File: src/rtl/timer_pkg.sv
// Shared definitions for the 8-bit timer: TCR bit positions, clock-select codes, counter width.
package timer_pkg;

  localparam int CNT_W       = 8;

  localparam int TCR_LOAD    = 7;
  localparam int TCR_UPDN    = 5;
  localparam int TCR_EN      = 4;
  localparam int TCR_CKS_MSB = 1;
  localparam int TCR_CKS_LSB = 0;

  typedef enum logic [1:0] {
    CKS_DIV2  = 2'b00,
    CKS_DIV4  = 2'b01,
    CKS_DIV8  = 2'b10,
    CKS_DIV16 = 2'b11
  } cks_e;

endpackage

File: src/rtl/timer_tick_gen.sv
// Count-enable tick source: a free-running 4-bit prescaler, or, with TMR_EXT_CLK_EN defined,
// a 2-flop synchronizer plus rising-edge detector on the selected external clock.
module timer_tick_gen
  import timer_pkg::*;
(
  input  logic       clk,
  input  logic       rst_n,
  input  cks_e       i_cks,
`ifdef TMR_EXT_CLK_EN
  input  logic [3:0] i_clk_in,
`endif
  output logic       o_tick
);

`ifdef TMR_EXT_CLK_EN

  logic       w_sel;
  logic [1:0] r_sync;
  logic       r_prev;

  assign w_sel = i_clk_in[i_cks];

  always_ff @(posedge clk or negedge rst_n) begin
    if (!rst_n) begin
      r_sync <= 2'b00;
      r_prev <= 1'b0;
    end else begin
      r_sync <= {r_sync[0], w_sel};
      r_prev <= r_sync[1];
    end
  end

  assign o_tick = r_sync[1] & ~r_prev;

`else

  logic [3:0] r_div;

  // NOTE: sequential state uses non-blocking assignments so every flop samples pre-edge values.
  always_ff @(posedge clk or negedge rst_n) begin
    if (!rst_n) r_div <= 4'h0;
    else        r_div <= r_div + 4'h1;
  end

  // NOTE: o_tick gets a default before the case so no path leaves it unassigned (no latch).
  always_comb begin
    o_tick = 1'b0;
    case (i_cks)
      CKS_DIV2:  o_tick = r_div[0];
      CKS_DIV4:  o_tick = &r_div[1:0];
      CKS_DIV8:  o_tick = &r_div[2:0];
      CKS_DIV16: o_tick = &r_div;
    endcase
  end

`endif

endmodule

File: src/rtl/timer_counter.sv
// 8-bit up/down timer with reload and sticky overflow/underflow flags.
// Define TMR_EXT_CLK_EN to count edges of external clocks on clk_in instead of the prescaler.
module timer_counter
  import timer_pkg::*;
(
  input  logic             PCLK,
  input  logic             PRESETn,
  input  logic [CNT_W-1:0] reg_TDR,
  input  logic [7:0]       reg_TCR,
  input  logic             clr_ovf,
  input  logic             clr_udf,
`ifdef TMR_EXT_CLK_EN
  input  logic [3:0]       clk_in,
`endif
  output logic             tmr_ovf,
  output logic             tmr_udf,
  output logic [CNT_W-1:0] tmr_cnt
);

  logic             w_load;
  logic             w_down;
  logic             w_en;
  cks_e             w_cks;
  logic             w_tick;
  logic             w_unused_tcr;
  logic [CNT_W-1:0] w_cnt_nxt;
  logic             w_set_ovf;
  logic             w_set_udf;

  logic [CNT_W-1:0] r_cnt;
  logic             r_ovf;
  logic             r_udf;

  assign w_load       = reg_TCR[TCR_LOAD];
  assign w_down       = reg_TCR[TCR_UPDN];
  assign w_en         = reg_TCR[TCR_EN];
  assign w_cks        = cks_e'(reg_TCR[TCR_CKS_MSB:TCR_CKS_LSB]);
  assign w_unused_tcr = ^{reg_TCR[6], reg_TCR[3:2]};

  timer_tick_gen u_tick_gen (
    .clk      (PCLK),
    .rst_n    (PRESETn),
    .i_cks    (w_cks),
`ifdef TMR_EXT_CLK_EN
    .i_clk_in (clk_in),
`endif
    .o_tick   (w_tick)
  );

  // Load wins over counting; wrap detection is taken from the pre-edge count.
  always_comb begin
    w_cnt_nxt = r_cnt;
    w_set_ovf = 1'b0;
    w_set_udf = 1'b0;
    if (w_load) begin
      w_cnt_nxt = reg_TDR;
    end else if (w_en && w_tick) begin
      if (w_down) begin
        w_cnt_nxt = r_cnt - 1'b1;
        w_set_udf = (r_cnt == '0);
      end else begin
        w_cnt_nxt = r_cnt + 1'b1;
        w_set_ovf = &r_cnt;
      end
    end
  end

  // A set arriving on the same edge as a clear keeps the flag high.
  always_ff @(posedge PCLK or negedge PRESETn) begin
    if (!PRESETn) begin
      r_cnt <= '0;
      r_ovf <= 1'b0;
      r_udf <= 1'b0;
    end else begin
      r_cnt <= w_cnt_nxt;
      r_ovf <= w_set_ovf | (r_ovf & ~clr_ovf);
      r_udf <= w_set_udf | (r_udf & ~clr_udf);
    end
  end

  assign tmr_cnt = r_cnt;
  assign tmr_ovf = r_ovf;
  assign tmr_udf = r_udf;

endmodule
File: config.mk
export PLATFORM = sky130hd
export DESIGN_NAME = timer_counter
export DESIGN_NICKNAME = d
export VERILOG_FILES = /design/src/rtl/timer_pkg.sv /design/src/rtl/timer_tick_gen.sv /design/src/rtl/timer_counter.sv
export SDC_FILE = /design/constraint.sdc
export NUM_CORES = 1
export LEC_CHECK = 0
export CAP_MARGIN = 30
export CORE_MARGIN = 1.5
export CORE_UTILIZATION = 45
export DETAILED_ROUTE_END_ITERATION = 8
export GPL_TIMING_DRIVEN = 0
export PLACE_DENSITY = 0.76
export SLEW_MARGIN = 40
export SYNTH_ARGS = -nofsm -noshare
export SYNTH_HDL_FRONTEND = slang
export SYNTH_HIERARCHICAL = 1
export SYNTH_SLANG_ARGS = --single-unit
File: constraint.sdc
create_clock -name PCLK -period 2.9 [get_ports PCLK]
set_clock_uncertainty 0.05 [all_clocks]
set_input_delay 0.58 -clock PCLK [delete_from_list [all_inputs] [get_ports PCLK]]
set_output_delay 0.58 -clock PCLK [all_outputs]
set_load 0.03 [all_outputs]
* After elaboration in Yosys (flattened, before gate mapping)
Cells that the tools add are included.
** Word-level totals
- Register bits after elaboration :: 14
- Input bits :: 20
- Output and inout port bits :: 10
- Logic and storage cells :: 34
** Operators by class
- Add/subtract/negate cells :: 3
- Eq/ne operators :: 3
- Multiplexer cells :: 10
- Bitwise operators :: 6
- Reduce and logical (&&, ||, !) cells :: 8
** Operators with widths (number)
- 8-bit 2-to-1 mux :: 3
- 8-bit by 1-bit adder with 8-bit output (second input constant) :: 1
- 8-bit zero test :: 1
- 8-bit AND reduction :: 1
- 8-bit by 1-bit subtractor with 8-bit output (second input constant) :: 1
- 1-bit 2-to-1 mux :: 6
- 4-bit by 1-bit adder with 4-bit output (second input constant) :: 1
- 2-bit == test (second input constant) :: 2
- 1-bit case mux with 4 select lines :: 1
- 4-bit AND reduction :: 1
- 3-bit AND reduction :: 1
- 1-bit AND :: 2
- 2-bit by 1-bit == test with 1-bit output (second input constant) :: 1
- 2-bit zero test :: 1
- 1-bit inverter :: 2
- 1-bit bitwise OR :: 2
- 2-bit AND reduction :: 1
- 2-bit nonzero test :: 1
- 1-bit logical AND :: 1

* Longest topological paths before layout
Gate-level depths: netlist of the first run.
- Depth in word-level cells :: 6
- Gate-level depth with buffers :: 10
- Depth with buffers taken out :: 10

* Modules after synthesis
Netlist of the first run, hierarchy kept.
** Modules (own cells, without submodules)
- timer_counter :: times used 1, cells each 97, area each 797.0 um^2, seq. area each 250.2 um^2
- timer_tick_gen :: times used 1, cells each 14, area each 172.7 um^2, seq. area each 100.1 um^2

* Worst setup path before layout of the first run
OpenSTA, ideal clock, no wires.
- Path type :: in2reg
- Start :: input reg_TCR[5]
- End :: register r_cnt[7], in the netlist tmr_cnt[7]
- Library setup time :: 120 ps
- Arrival :: 2169 ps
- Data required time :: 2730 ps
- Slack :: 561 ps
- Stages :: 6
- Path buffers :: 0
- Cell sequence :: ha_1 > a211oi_2 > nor3_1 > o2111a_1 > or4_1 > a31o_1
** Between the ends
- Cells in the longest elaborated chain, start to end :: 3
** Ends and longest elaborated chain
- start, declared :: line timer_counter.sv:9 : input logic [7:0] reg_TCR,
- 8-bit 2-to-1 mux :: line timer_counter.sv:58 : if (w_down) begin
- 8-bit 2-to-1 mux :: line timer_counter.sv:57 : end else if (w_en && w_tick) begin
- 8-bit 2-to-1 mux :: line timer_counter.sv:55 : if (w_load) begin
- end signal, assigned :: line timer_counter.sv:75 : r_cnt <= w_cnt_nxt;
- end, declared :: line timer_counter.sv:30 : logic [CNT_W-1:0] r_cnt;
No other way between the ends. The select of a mux whose other input is x is not followed.
A chain may end at the register's enable or synchronous reset.

* Worst setup path in the final report of the first run
Ends and elaborated chain as after synthesis.

==> flow_summary.yaml, run 1 <==
yosys:
  ys_seq_elements: 14
  synth-edff-count: 0
  avgSynthCellArea_um2: 8.74
  netlist_area_um2: 970
  synth_ff_type: "dfrtp_1"
  ys_top_cells_by_count: "14 x dfrtp_1, 10 x nand2_1, 9 x a21oi_1, 9 x o21ai_0"
  async_flop_share: 1.00
  synth_nets: 140
  yosysMostFrequentCell: "dfrtp_1"
  syn_inst: 111
  synth_area_leader_cell: "dfrtp_1"
  synth_area_leaders: "dfrtp_1 36%, ha_1 10%, a21oi_1 4.6%"
  yosysTopAreaCellShare: 0.361
  synth_warnings: 6
  ys_seq_area_frac: 0.361
  yosysUniqueCellTypes: 35
clock_network:
  clk_path_buf_depth: 2
  cts_buffers: 3
  clk_pin_slew_ps: 80
  clk_latency_ps: 270
  h-tree-depth: 1
  cts.sinks: 14
  post-cts-setup-buffer-count: 0
  cts_tree: "done"
  root_buffer: "clkbuf_4"
die:
  core_um2: 2000
  ioPinCount: 30
  die_h_um: 49.4
  placementRows: 16
  dieArea_um2: 2440
  die_w_um: 49.4
  start_util: 0.484
outcome:
  status: "complete, no violations"
place:
  dp_slack_ps: -235
  port-buffer-count: 26
  gp_congestion: 0.843
  placed_cells: 164
  dp_hpwl_um: 1820
  place_area_um2: 1260
cells_and_area:
  area_delta_synth_final_pct: 32.9
  final_area_um2: 1290
  drive_gt1_frac: 0.0357
  nNetsFinal: 171
  stdcell_count: 167
  n_antenna_cell: 0
route:
  wl_um: 2270
  ant_nets: 0
  first_iter_violations: 10
  wl_per_cell_um: 13.6
  drc: 0
  post_drt_via_cell_ratio: 5.50
  route.vias.total: 919
  drtPass1Iterations: 4
grt:
  grt_pass1_vias: 903
  antenna_found_initial: 0
  grt_pass1_wl_um: 3950
  grt-ovfl-total: 0
  grt_max_degree: 15
  grtUsageTotal: 0.207
sta:
  setup_violations: 0
  fmax_ghz: 0.406
  hold_viol_final: 0
  relSlewSlack: 0.589
  fin_crit_sh: 0.850
  worst_pin_slew_ps: 614
  rsz0062_at_grt: "no"
  setup_slack_ps: 436
  maxSlewViolCount: 0
  fin_crit_ps: 2460
critical_path:
  crit_path_end_kind: "flop"
  startpoint_type: "input pin"
  worst_path_max_delay_cell: "or4_1"
  critPathKind: "in -> reg"
  max_stage_delay_ps: 500
  cpLargestDelayFamily: "compound AO/OA/AOI/OAI gates"
  crit_fanout: 9
  path_buf_inv: 1
  worstPathRequired_ps: 3010
  crit_chain: "dlymetal6s2s_1 > ha_1 > o21ai_0 > nor3_1 > o2111a_1 > or4_1 > a31o_1"
  arrival_ps: 2580
run:
  drv_cap: 0
worst_hold_path:
  hold_path_class: "reg -> reg"
pwr:
  p_leak_nw: 0.565
  vdd_drop_max_mv: 0.312
  power-per-cell-area_nw_per_um2: 410
## cells by family after synthesis
group	count (synthesis)	synth area share
and+or+nand+nor	42	0.222
xor gates and xnor gates	2	0.0181
AOI/OAI and AO/OA	33	0.226
muxes	1	0.0103
adders and majority gates	9	0.124
buffers and inverters	10	0.0387
DFF	14	0.361
## final timing paths
check,depth (start not counted),startpoint,slack [ps],to
min in group asynchronous,1,PRESETn,640,u_tick_gen/r_div[3]$_DFF_PN0_
worst min-delay path,1,u_tick_gen/r_div[0]$_DFF_PN0_,440,u_tick_gen/r_div[0]$_DFF_PN0_
worst min register to register,1,u_tick_gen/r_div[0]$_DFF_PN0_,440,u_tick_gen/r_div[0]$_DFF_PN0_
worst max register to register,9,u_tick_gen/r_div[0]$_DFF_PN0_,440,tmr_cnt[7]$_DFFE_PN0P_
max in group asynchronous,1,PRESETn,1750,tmr_cnt[1]$_DFFE_PN0P_
worst max-delay path,7,reg_TCR[5],440,tmr_cnt[7]$_DFFE_PN0P_
## final cells by class
cell class / count / area, µm²
Buffer: 2 / 7.51
Clock buffer: 3 / 22.5
Fill cell: 187 / 713
Inverter: 8 / 30.0
Multi-Input combinational cell: 87 / 582
Sequential cell: 14 / 350
Tap cell: 27 / 33.8
Timing Repair Buffer: 26 / 263
## registers in the layout, summed over array words and instances, names as in the netlist
signal	count
tmr_ovf	1
tmr_cnt	8
u_tick_gen/r_div	4
tmr_udf	1
## timing repair
item / in CTS / in global routing
endpoints found under the setup margin: 0 / 1
hold buffers: 0 / 0
resized for setup: 0 / 1
## routing by layer
metal  GRT usage  wire length [µm]  vias up
li1            -                 -      469
met1       0.284              1050      426
met2       0.347              1130       22
met3      0.0153                92        2
met4      0.0694                 5        0
met5           0                 0        -
## cells in the final DEF (no fill, tap or decap), types with 2 or more instances in the layout
| cell type | netlist | layout |
|---|---|---|
| and3_1 | 3 | 3 |
| ha_1 | 8 | 8 |
| inv_1 | 8 | 8 |
| xnor2_1 | 2 | 2 |
| nor2_1 | 6 | 6 |
| o21a_1 | 2 | 2 |
| clkdlybuf4s50_1 | 0 | 25 |
| or4_1 | 2 | 2 |
| nand3_1 | 3 | 3 |
| nor3_1 | 6 | 6 |
| and2_1 | 2 | 2 |
| nand4_1 | 3 | 3 |
| dfrtp_1 | 14 | 14 |
| nor2b_1 | 3 | 3 |
| clkbuf_1 | 2 | 2 |
| nand2_1 | 10 | 10 |
| a21oi_1 | 9 | 9 |
| o21ai_0 | 9 | 9 |
| clkbuf_4 | 0 | 3 |
| nor4_1 | 2 | 2 |
## metrics by stage
stage	TNS (ps)	hold slack, ps	util	power (W)
floorplan	0	234	-	0.000349
global placement	-201	418	0.631	0.000423
detailed placement	-235	425	0.631	0.000430
CTS	0	436	0.643	0.000534
global route	0	448	0.644	0.000566
finish	0	436	0.644	0.000528
## power by group
group | internal (W) | total, W | leakage (nW) | switching [W]
Sequential | 0.000208 | 0.000229 | 0.176 | 0.0000211
Clock | 0.0000479 | 0.000101 | 0.0138 | 0.0000533
Combinational | 0.0000927 | 0.000197 | 0.376 | 0.000105
(Power assumes the default switching activity.)
==> run 2: changes to the inputs <==
clock period = 2.5 ns   (was 2.9 ns; I/O delays follow)
==> run 2 against run 1 <==
  * Non-clock buffer count is 1 higher
  * Critical path depth stayed put
  * Final cell count is 0.60% higher
  * Via count is 2.1% higher
  * Sequential share of layout area is 0.34 points lower
  * Total power is 17% higher
  * Setup slack worse by 310 ps
  * Wire length is 0.31% higher
  * Worst hold slack better by 5.7 ps
  * Flip-flop and latch count stayed put
  * Critical endpoint unchanged
  * Highest routed layer unchanged
==> flow_summary.yaml, run 2 (synthesized netlist as in run 1, its figures left out) <==
outcome:
  status: "complete, no violations"
route:
  first_iter_violations: 13
  drtPass1Iterations: 4
  wl_um: 2280
  wl_per_cell_um: 13.5
  drc: 0
  ant_nets: 0
  post_drt_via_cell_ratio: 5.58
  route.vias.total: 938
sta:
  tns_ps: 0
  setup_violations: 0
  fin_crit_ps: 2380
  fmax_ghz: 0.421
  holdWs_ps: 441
  maxSlewViolCount: 0
  setup_slack_ps: 122
  worst_pin_slew_ps: 613
  hold_viol_final: 0
  relSlewSlack: 0.590
  fin_crit_sh: 0.951
die:
  ioPinCount: 30
  dieArea_um2: 2440
  start_util: 0.484
  die_h_um: 49.4
  core_um2: 2000
  placementRows: 16
  die_w_um: 49.4
place:
  gp_congestion: 0.843
  port-buffer-count: 26
  dp_hpwl_um: 1820
  dp_slack_ps: -555
clock_network:
  clk_latency_ps: 270
  clk_path_buf_depth: 2
  root_buffer: "clkbuf_4"
  cts.sinks: 14
  h-tree-depth: 1
  hold_buffers: 0
  cts_tree: "done"
  clk_pin_slew_ps: 80
  cts_buffers: 3
critical_path:
  max_stage_delay_ps: 500
  crit_fanout: 9
  crit_path_end_kind: "flop"
  crit_chain: "clkdlybuf4s15_2 > ha_1 > a211oi_2 > nor3_1 > o2111a_1 > or4_1 > a31o_1"
  path_buf_inv: 1
  worstPathRequired_ps: 2610
  cpLargestDelayFamily: "compound AO/OA/AOI/OAI gates"
  worst_path_max_delay_cell: "or4_1"
  arrival_ps: 2490
  startpoint_type: "input pin"
  critPathKind: "in -> reg"
cells_and_area:
  final_cell_mix: "25 x clkdlybuf4s50_1, 14 x dfrtp_1, 10 x nand2_1, 9 x a21oi_1"
  area_delta_synth_final_pct: 34.6
  n_antenna_cell: 0
  drive_gt1_frac: 0.0709
  nNetsFinal: 172
  final_common_cell: "clkdlybuf4s50_1"
  fill_cells: 190
  multi_input_area_um2: 591
  seq_area_um2: 350
  largest_reg_flops: 8
  final_util: 0.652
grt:
  grt_pass1_vias: 903
  antenna_found_initial: 0
  grt-ovfl-total: 0
  grtUsageTotal: 0.207
  grt_pass1_wl_um: 3950
  grt_max_degree: 15
pwr:
  power.internal_w: 0.000406
  p_seq_frac: 0.432
  vdd_drop_max_mv: 0.376
  power-per-cell-area_nw_per_um2: 472
  power_switching_w: 0.000210
  combPwrFrac: 0.377
  clockPowerShare: 0.191
  p_leak_nw: 0.566
  p_total_w: 0.000616
  switching_share: 0.341
run:
  drv_cap: 0
worst_hold_path:
  hold_path_class: "reg -> reg"
run 2: worst register-to-register path: stages, from the launching register on:
cell	delay, ps
dfrtp_1	410
ha_1	230
ha_1	170
nor2b_1	120
a31oi_1	140
a221oi_1	120
and2_4	180
o2111a_1	130
or4_1	500
a31o_1	230
run 2: metrics by stage:
step / area [µm²] / instances
finish: 1310 / 168
global route: 1310 / 168
CTS: 1290 / 167
detailed placement: 1260 / 164
global placement: 1260 / 164
floorplan: 970 / 111
run 2: final timing paths:
path,startpoint,cells past startpoint,end,slack (ps)
setup reg to reg,u_tick_gen/r_div[0]$_DFF_PN0_,9,tmr_cnt[7]$_DFFE_PN0P_,120
max in group asynchronous,PRESETn,1,tmr_cnt[1]$_DFFE_PN0P_,1430
hold / removal,u_tick_gen/r_div[3]$_DFF_PN0_,1,u_tick_gen/r_div[3]$_DFF_PN0_,440
setup / recovery,reg_TCR[5],7,tmr_cnt[7]$_DFFE_PN0P_,120
min in group asynchronous,PRESETn,1,u_tick_gen/r_div[3]$_DFF_PN0_,560
hold reg to reg,u_tick_gen/r_div[3]$_DFF_PN0_,1,u_tick_gen/r_div[3]$_DFF_PN0_,440
run 2: final cells by class:
cell class / count / area share
plain buffers: 2 / 0.00671
clock buffers: 3 / 0.0173
inverters: 8 / 0.0230
multi-input cells: 87 / 0.453
flip-flops and latches: 14 / 0.268
well taps: 27 / 0.0259
repair buffers: 27 / 0.206
run 2: power by group through the flow:
stage / clock, W / sequential, W / combinational [W]
2_1_floorplan: 0 / 0.000295 / 0.000109
3_3_place_gp: 0 / 0.000269 / 0.000222
3_5_place_dp: 0 / 0.000270 / 0.000228
4_1_cts: 0.000124 / 0.000266 / 0.000229
5_1_grt: 0.000132 / 0.000270 / 0.000256
6_report: 0.000118 / 0.000266 / 0.000232
run 2: repair_timing:
action	4_1_cts	5_1_grt
cloned	0	0
pin swaps	0	2
endpoints found under the setup margin	1	3
gates resized for setup	3	6
setup buffers	0	1
run 2: metal layers:
metal / part of all wire / track usage
met1: 0.46 / 0.284
met2: 0.50 / 0.347
met3: 0.029 / 0.0153
met4: 0.0022 / 0.0694
met5: 0 / 0
==> run 3: changes to the inputs <==
GPL_TIMING_DRIVEN = 1   (was 0)
==> run 3 against run 2 <==
  * Non-clock buffer count grew 14
  * Sequential share of layout area shrank 2.2 points
  * Combinational power grew 13%
  * First-iteration DRC count grew 110%
  * Clock-buffer cell count grew 1
  * Global-route usage grew 1.6 points
  * Final cell count grew 8.9%
  * Clock power grew 42%
  * Critical endpoint unchanged
==> flow_summary.yaml, run 3 (synthesized netlist as in run 1, its figures left out) <==
outcome:
  status: "complete, no violations"
sta:
  fmax_ghz: 0.427
  hold_viol_final: 0
  fin_crit_ps: 2340
  maxSlewViolCount: 0
  rsz0062_at_grt: "no"
  tns_ps: 0
  worst_pin_slew_ps: 640
  fin_crit_sh: 0.936
  holdWs_ps: 443
  setup_violations: 0
  relSlewSlack: 0.572
cells_and_area:
  final_util: 0.709
  area_delta_synth_final_pct: 46.3
  nNetsFinal: 186
  largest_reg_flops: 8
  drive_gt1_frac: 0.147
  final_cell_mix: "25 x clkdlybuf4s50_1, 17 x buf_4, 14 x dfrtp_1, 10 x nand2_1, 9 x a21oi_1"
  final_area_um2: 1420
  n_antenna_cell: 0
  final_common_cell: "clkdlybuf4s50_1"
worst_hold_path:
  hold_path_class: "reg -> reg"
clock_network:
  clk_latency_ps: 280
  cts_tree: "done"
  cts_buffers: 3
  root_buffer: "clkbuf_4"
  clk_path_buf_depth: 2
  cts.sinks: 14
  clk_pin_slew_ps: 90
  h-tree-depth: 1
route:
  first_iter_violations: 27
  wl_per_cell_um: 13.2
  drtPass1Iterations: 4
  ant_nets: 0
  wl_um: 2410
  route.vias.total: 1000
  post_drt_via_cell_ratio: 5.46
  drc: 0
run:
  drv_cap: 0
pwr:
  p_leak_nw: 0.645
  power.internal_w: 0.000465
  power_switching_w: 0.000232
  switching_share: 0.333
  combPwrFrac: 0.377
  power-per-cell-area_nw_per_um2: 491
  vdd_drop_max_mv: 0.325
  p_seq_frac: 0.384
  clockPowerShare: 0.239
die:
  dieArea_um2: 2440
  die_h_um: 49.4
  start_util: 0.484
  core_um2: 2000
  placementRows: 16
  ioPinCount: 30
  die_w_um: 49.4
critical_path:
  r2r_cells: 9
  timing.rr.start: "u_tick_gen/r_div[0]$_DFF_PN0_"
  r2r_end: "tmr_cnt[7]$_DFFE_PN0P_"
  arrival_ps: 2470
  timing.critical_path.from: "u_tick_gen/r_div[0]$_DFF_PN0_"
  crit_path_end_kind: "flop"
  r2r_setup_slack_ps: 160
  crit_fanout: 3
  startpoint_type: "flop"
  worstPathRequired_ps: 2630
  critPathKind: "reg -> reg"
  crit_path_end: "tmr_cnt[7]$_DFFE_PN0P_"
grt:
  grt_pass1_wl_um: 4250
  grt_max_degree: 15
  grtUsageTotal: 0.224
  antenna_found_initial: 0
  grt-ovfl-total: 0
  grt_pass1_vias: 942
place:
  place_area_um2: 1380
  dp_hpwl_um: 1930
  port-buffer-count: 26
  gp_congestion: 0.882
-- run 3: stage by stage --
stage / power, W / worst slack [ps] / std cells
floorplan: 0.000404 / 167 / 111
global placement: 0.000527 / -362 / 178
detailed placement: 0.000532 / -375 / 178
CTS: 0.000699 / 140 / 182
global route: 0.000743 / 2.83 / 183
finish: 0.000697 / 160 / 183
-- run 3: worst min path at each step --
stage                                             start                             to  slack, ps  cells after the start
after floorplan                                 PRESETn         tmr_cnt[0]$_DFFE_PN0P_        150                      0
final                     u_tick_gen/r_div[3]$_DFF_PN0_  u_tick_gen/r_div[3]$_DFF_PN0_        440                      1
after detailed placement  u_tick_gen/r_div[3]$_DFF_PN0_  u_tick_gen/r_div[3]$_DFF_PN0_        430                      1
after CTS                 u_tick_gen/r_div[3]$_DFF_PN0_  u_tick_gen/r_div[3]$_DFF_PN0_        450                      1
after global placement    u_tick_gen/r_div[0]$_DFF_PN0_  u_tick_gen/r_div[0]$_DFF_PN0_        420                      1
after global routing      u_tick_gen/r_div[1]$_DFF_PN0_  u_tick_gen/r_div[1]$_DFF_PN0_        470                      1
-- run 3: final cells by class --
| cell class | count | area [µm²] |
|---|---|---|
| well taps | 27 | 33.8 |
| fillers | 168 | 583 |
| flip-flops and latches | 14 | 350 |
| inverters | 8 | 30.0 |
| clock buffers | 4 | 36.3 |
| multi-input cells | 87 | 582 |
| repair buffers | 43 | 387 |
-- run 3: what timing repair did --
action,4_1_cts,5_1_grt
gates resized for setup,2,0
pin swaps,1,0
buffers inserted,0,1
cloned,0,0
hold buffers,0,0
hold endpoints to repair,0,0
endpoints found under the setup margin,1,2
-- run 3: worst max-delay path: stages (launching register included) --
cell and delay, ps:
dfrtp_1 400, ha_1 220, ha_1 180, nor2b_1 120, a31oi_1 140, a221oi_1 100, and2_1 170, o2111a_1 130
or4_1 500, a31o_1 220
-- run 3: metal layers --
layer	vias up	track usage	wire length, µm
li1	504	-	-
met1	469	0.321	1140
met2	25	0.354	1150
met3	2	0.0368	94
met4	0	0.0509	15
met5	-	0	0
-- run 3: power by group through the flow --
stage | Clock (W) | Combinational, W | Sequential [W]
3_5_place_dp | 0 | 0.000260 | 0.000272
6_report | 0.000167 | 0.000263 | 0.000268
3_3_place_gp | 0 | 0.000256 | 0.000270
2_1_floorplan | 0 | 0.000109 | 0.000295
4_1_cts | 0.000169 | 0.000263 | 0.000267
5_1_grt | 0.000184 | 0.000289 | 0.000270
==> variant 1: new RTL, flow settings as in run 1 <==
Set the package constant `CNT_W` to 12 (it was 8).
--- a/src/rtl/timer_pkg.sv
+++ b/src/rtl/timer_pkg.sv
@@ -1,7 +1,7 @@
 // Shared definitions for the 8-bit timer: TCR bit positions, clock-select codes, counter width.
 package timer_pkg;
 
-  localparam int CNT_W       = 8;
+  localparam int CNT_W       = 12;
 
   localparam int TCR_LOAD    = 7;
   localparam int TCR_UPDN    = 5;
Interface: changed (resized reg_TDR and tmr_cnt); port bits go from 30 to 38. The function was not compared with the original's and may differ.
==> variant 1 against run 1 <==
Worst setup slack worse by 0.26 ns; power up 56%; synthesized area grew 46%; hold slack worse by 0.29 ns; via count is 53% higher; first-iteration DRC count increased to 3.3 times the old value; cell area is 43% higher; cell count up 47%; sequential cell count is 4 higher; wire length up 65%; critical path type unchanged; largest cell class unchanged; largest power group is now combinational logic.
==> variant 1: results (changes against run 1) <==
metric;value;unit;change
rows;20;;+4
seq_area;450;um^2;+29%
yosysSeqAreaShare;0.318;;-0.0435
numPortBuffers;34;;+31%
syn-num-nets;201;;+44%
met3_length;208;um;+130%
ys_types;45;;+29%
buf_share;0.193;;-0.0169
multi_input_comb_cells;130;;+49%
n_all_inverters;11;;+3
r2r_cells;10;;+1
dp.cells;242;;+48%
wl_per_cell;15.2;um;+12%
clockNetworkAreaShare;0.0197;;+0.00221
use_met2;0.389;;+0.0420
clkbuf_count;4;;+1
n_all_buffers;39;;+39%
r2r_setup_slack;0.39;ns;-0.05 ns
drive_above_1_share;0.0644;;+0.0286
hpwlAfterDp;2810;um;+55%
outcome;completed;;
period_needed;2.73;ns;+0.261 ns
r2r-end;tmr_ovf;;
hold_class;input pin to async pin;;
fin_util;0.609;;-0.0351
ir_worst_vdd;0.182;mV;-42%
met2_length;1690;um;+50%
synth.area.top_cells;dfrtp_1 (32%), ha_1 (11%), a21oi_1 (4.6%), nor3b_1 (3.2%), inv_1 (2.9%);;
placed_area;0.00181;mm^2;+43%
place_ws;-0.356;ns;-0.121 ns
slew_headroom;0.599;;+0.00997
ctsResizeCount;1;;+1
p_switching;312;uW;+74%
synthesis.instances;164;;+48%
routed_via_density;5.73;;+4.1%
cts_sinks;18;;+4
multi_input_area;905;um^2;+55%
grtUsageMet3;0.0240;;+0.00868
path_clk_slew;0.12;ns;+0.04 ns
insertion_delay;0.30;ns;+0.03 ns
grt_pass1_vias;1389;;+54%
drt_iter0_drc;33;;+23
p_leak;0.000783;uW;+38%
startpoint;reg_TCR[5];;
whs;0.143;ns;-0.292 ns
grt_use_met1;0.317;;+0.0336
synthTopCellsByCount;dfrtp_1 (18), a21oi_1 (13), ha_1 (12);;
post_cts_buffers;0;;unchanged
timing.critical_path.to;tmr_cnt[8];;
grt_max_degree;19;;+4
wl_met1;1810;um;+73%
largest_reg_flops;12;;+4
gp_congestion;0.900;;+6.8%
grt_pass1_wl;6270;um;+58%
==> variant 1: power groups by stage <==
stage | sequential [uW] | clock [uW] | combinational [uW]
3_5_place_dp | 311 | 0 | 352
5_1_grt | 311 | 175 | 389
3_3_place_gp | 310 | 0 | 343
2_1_floorplan | 345 | 0 | 189
4_1_cts | 306 | 168 | 354
6_report | 307 | 160 | 356
==> variant 1: cells by family (layout without fill, tap and decap cells) <==
logic type	count (synthesis)	in the layout	share of synthesized area
AO/OA/AOI/OAI	52	52	0.246
buffers and inverters	16	54	0.0441
AND/OR/NAND/NOR	58	58	0.228
adder cells (fa/ha/maj)	13	13	0.120
XOR/XNOR	6	6	0.0371
flip-flops	18	18	0.318
multiplexers	1	1	0.00706
==> variant 1: critical path, stage by stage <==
cell and delay (ns):
dlygate4sd2_1 0.59, inv_1 0.19, fa_1 0.49, nor2b_1 0.17, o21ai_1 0.10, a21oi_1 0.30, o31ai_1 0.17, nor4_1 0.18
nand3b_1 0.14
==> variant 2: new RTL, config.mk and constraints of run 1 <==
Made on the original files. Register the output `tmr_ovf` once more, with the module's reset; this adds one clock of latency there. The other outputs are not delayed to match.
--- a/src/rtl/timer_counter.sv
+++ b/src/rtl/timer_counter.sv
@@ -79,7 +79,13 @@
   end
 
   assign tmr_cnt = r_cnt;
-  assign tmr_ovf = r_ovf;
+  always_ff @(posedge PCLK or negedge PRESETn) begin
+    if (!PRESETn) begin
+      tmr_ovf <= '0;
+    end else begin
+      tmr_ovf <= r_ovf;
+    end
+  end
   assign tmr_udf = r_udf;
 
 endmodule
Function: changed (a bounded check fails within 4 cycles, from zero or initial values and one cycle with PRESETn low).
==> variant 2 against run 1 <==
Cell area grew 2.5%; critical path depth is the same; wire length grew 2.6%; synthesized area grew 2.6%; combinational power is essentially flat; sequential cell count grew 1; power grew 6.7%; first-iteration DRC count grew 70%; worst setup slack lost 0.049 ns; highest routed layer unchanged.
==> variant 2: results (changes against run 1) <==
metric;value;unit;change
grt_use_met1;0.260;;-0.0241
synth_fa_ha_area_frac;0.121;;-0.00312
multi_input_area;582;um^2;unchanged
routed_via_density;5.63;;+2.4%
synth-seq-cells;15;;+1
insertion_delay;0.29;ns;+0.02 ns
syn-num-nets;141;;+0.71%
syn_area_per_cell;8.88;um^2;+1.7%
gp_congestion;0.872;;+3.5%
grtUsageTotal;0.215;;+0.00820
final.setup.tns;0;ns;unchanged
power;563;uW;+6.7%
p_switching;196;uW;+9.5%
seq_area;375;um^2;+7.1%
p_comb_frac;0.349;;-0.025
met3_length;99;um;+7.6%
yosysSeqAreaShare;0.377;;+0.0161
met2_length;1120;um;-0.98%
synth.area.top_cells;dfrtp_1 (38%), ha_1 (10%), a21oi_1 (4.5%), o21ai_0 (4.5%), nand2_1 (3.8%);;
synth_mux_area_frac;0.0101;;-0.000260
fin_cells;169;;+1.2%
synthXorXnorAreaFrac;0.0176;;-0.000454
grt_max_degree;16;;+1
drive_above_1_share;0.0423;;+0.00654
buf_share;0.205;;-0.00516
wl_per_cell;13.8;um;+1.3%
grt_pass1_vias;953;;+5.5%
p_leak;0.000580;uW;+2.5%
outcome;completed;;
p_clk_frac;0.214;;+0.022
final_nets;172;;+0.58%
period_needed;2.51;ns;+0.0488 ns
slew_headroom;0.567;;-0.0220
synth_compound_area_frac;0.220;;-0.00568
place_ws;-0.255;ns;-0.0205 ns
grtUsageMet3;0.0667;;+0.0513
clockNetworkAreaShare;0.0227;;+0.00525
wl_met1;1060;um;+1.6%
top_layer_used;met4;;
hpwlAfterDp;1810;um;-0.32%
multi_input_area_share;0.440;;-0.0111
drt_iter0_drc;17;;+7
ir_worst_vdd;0.371;mV;+19%
n_fill_cell;181;;-3.2%
numPortBuffers;26;;unchanged
arrival;2.64;ns;+0.06 ns
startpoint;reg_TCR[5];;
numCtsBuffers;3;;unchanged
use_met2;0.338;;-0.00913
timing.critical_path.to;tmr_cnt[7];;
grt_pass1_wl;4050;um;+2.5%
synthTopCellsByCount;dfrtp_1 (15), nand2_1 (10), a21oi_1 (9), o21ai_0 (9);;
placed_area;0.00129;mm^2;+2.0%
variant 2: changes by cell type in the layout (fill, tap and decap cells not counted):
cell / delta
clkinvlp_4: +1
dfrtp_1: +1
variant 2: cells by family (layout without fill, tap and decap cells):
family | Yosys count | count (layout)
compound gates | 33 | 33
xor+xnor | 2 | 2
fa+ha+maj | 9 | 9
buf+inv | 10 | 40
flops | 15 | 15
mux | 1 | 1
simple gates | 42 | 42
variant 2: repair_timing:
action | CTS | global route
buffers inserted | 0 | 0
endpoints found under the setup margin | 0 | 1
resized for setup | 0 | 1
variant 2: worst min-delay path by stage:
| stage | start | to | slack (ns) | cells past startpoint |
|---|---|---|---|---|
| global placement | r_ovf | tmr_ovf | 0.31 | 0 |
| CTS | r_ovf | tmr_ovf | 0.34 | 0 |
| global route | r_ovf | tmr_ovf | 0.36 | 0 |
| floorplan | PRESETn | r_ovf | 0.23 | 0 |
| detailed placement | r_ovf | tmr_ovf | 0.32 | 0 |
| finish | r_ovf | tmr_ovf | 0.34 | 0 |
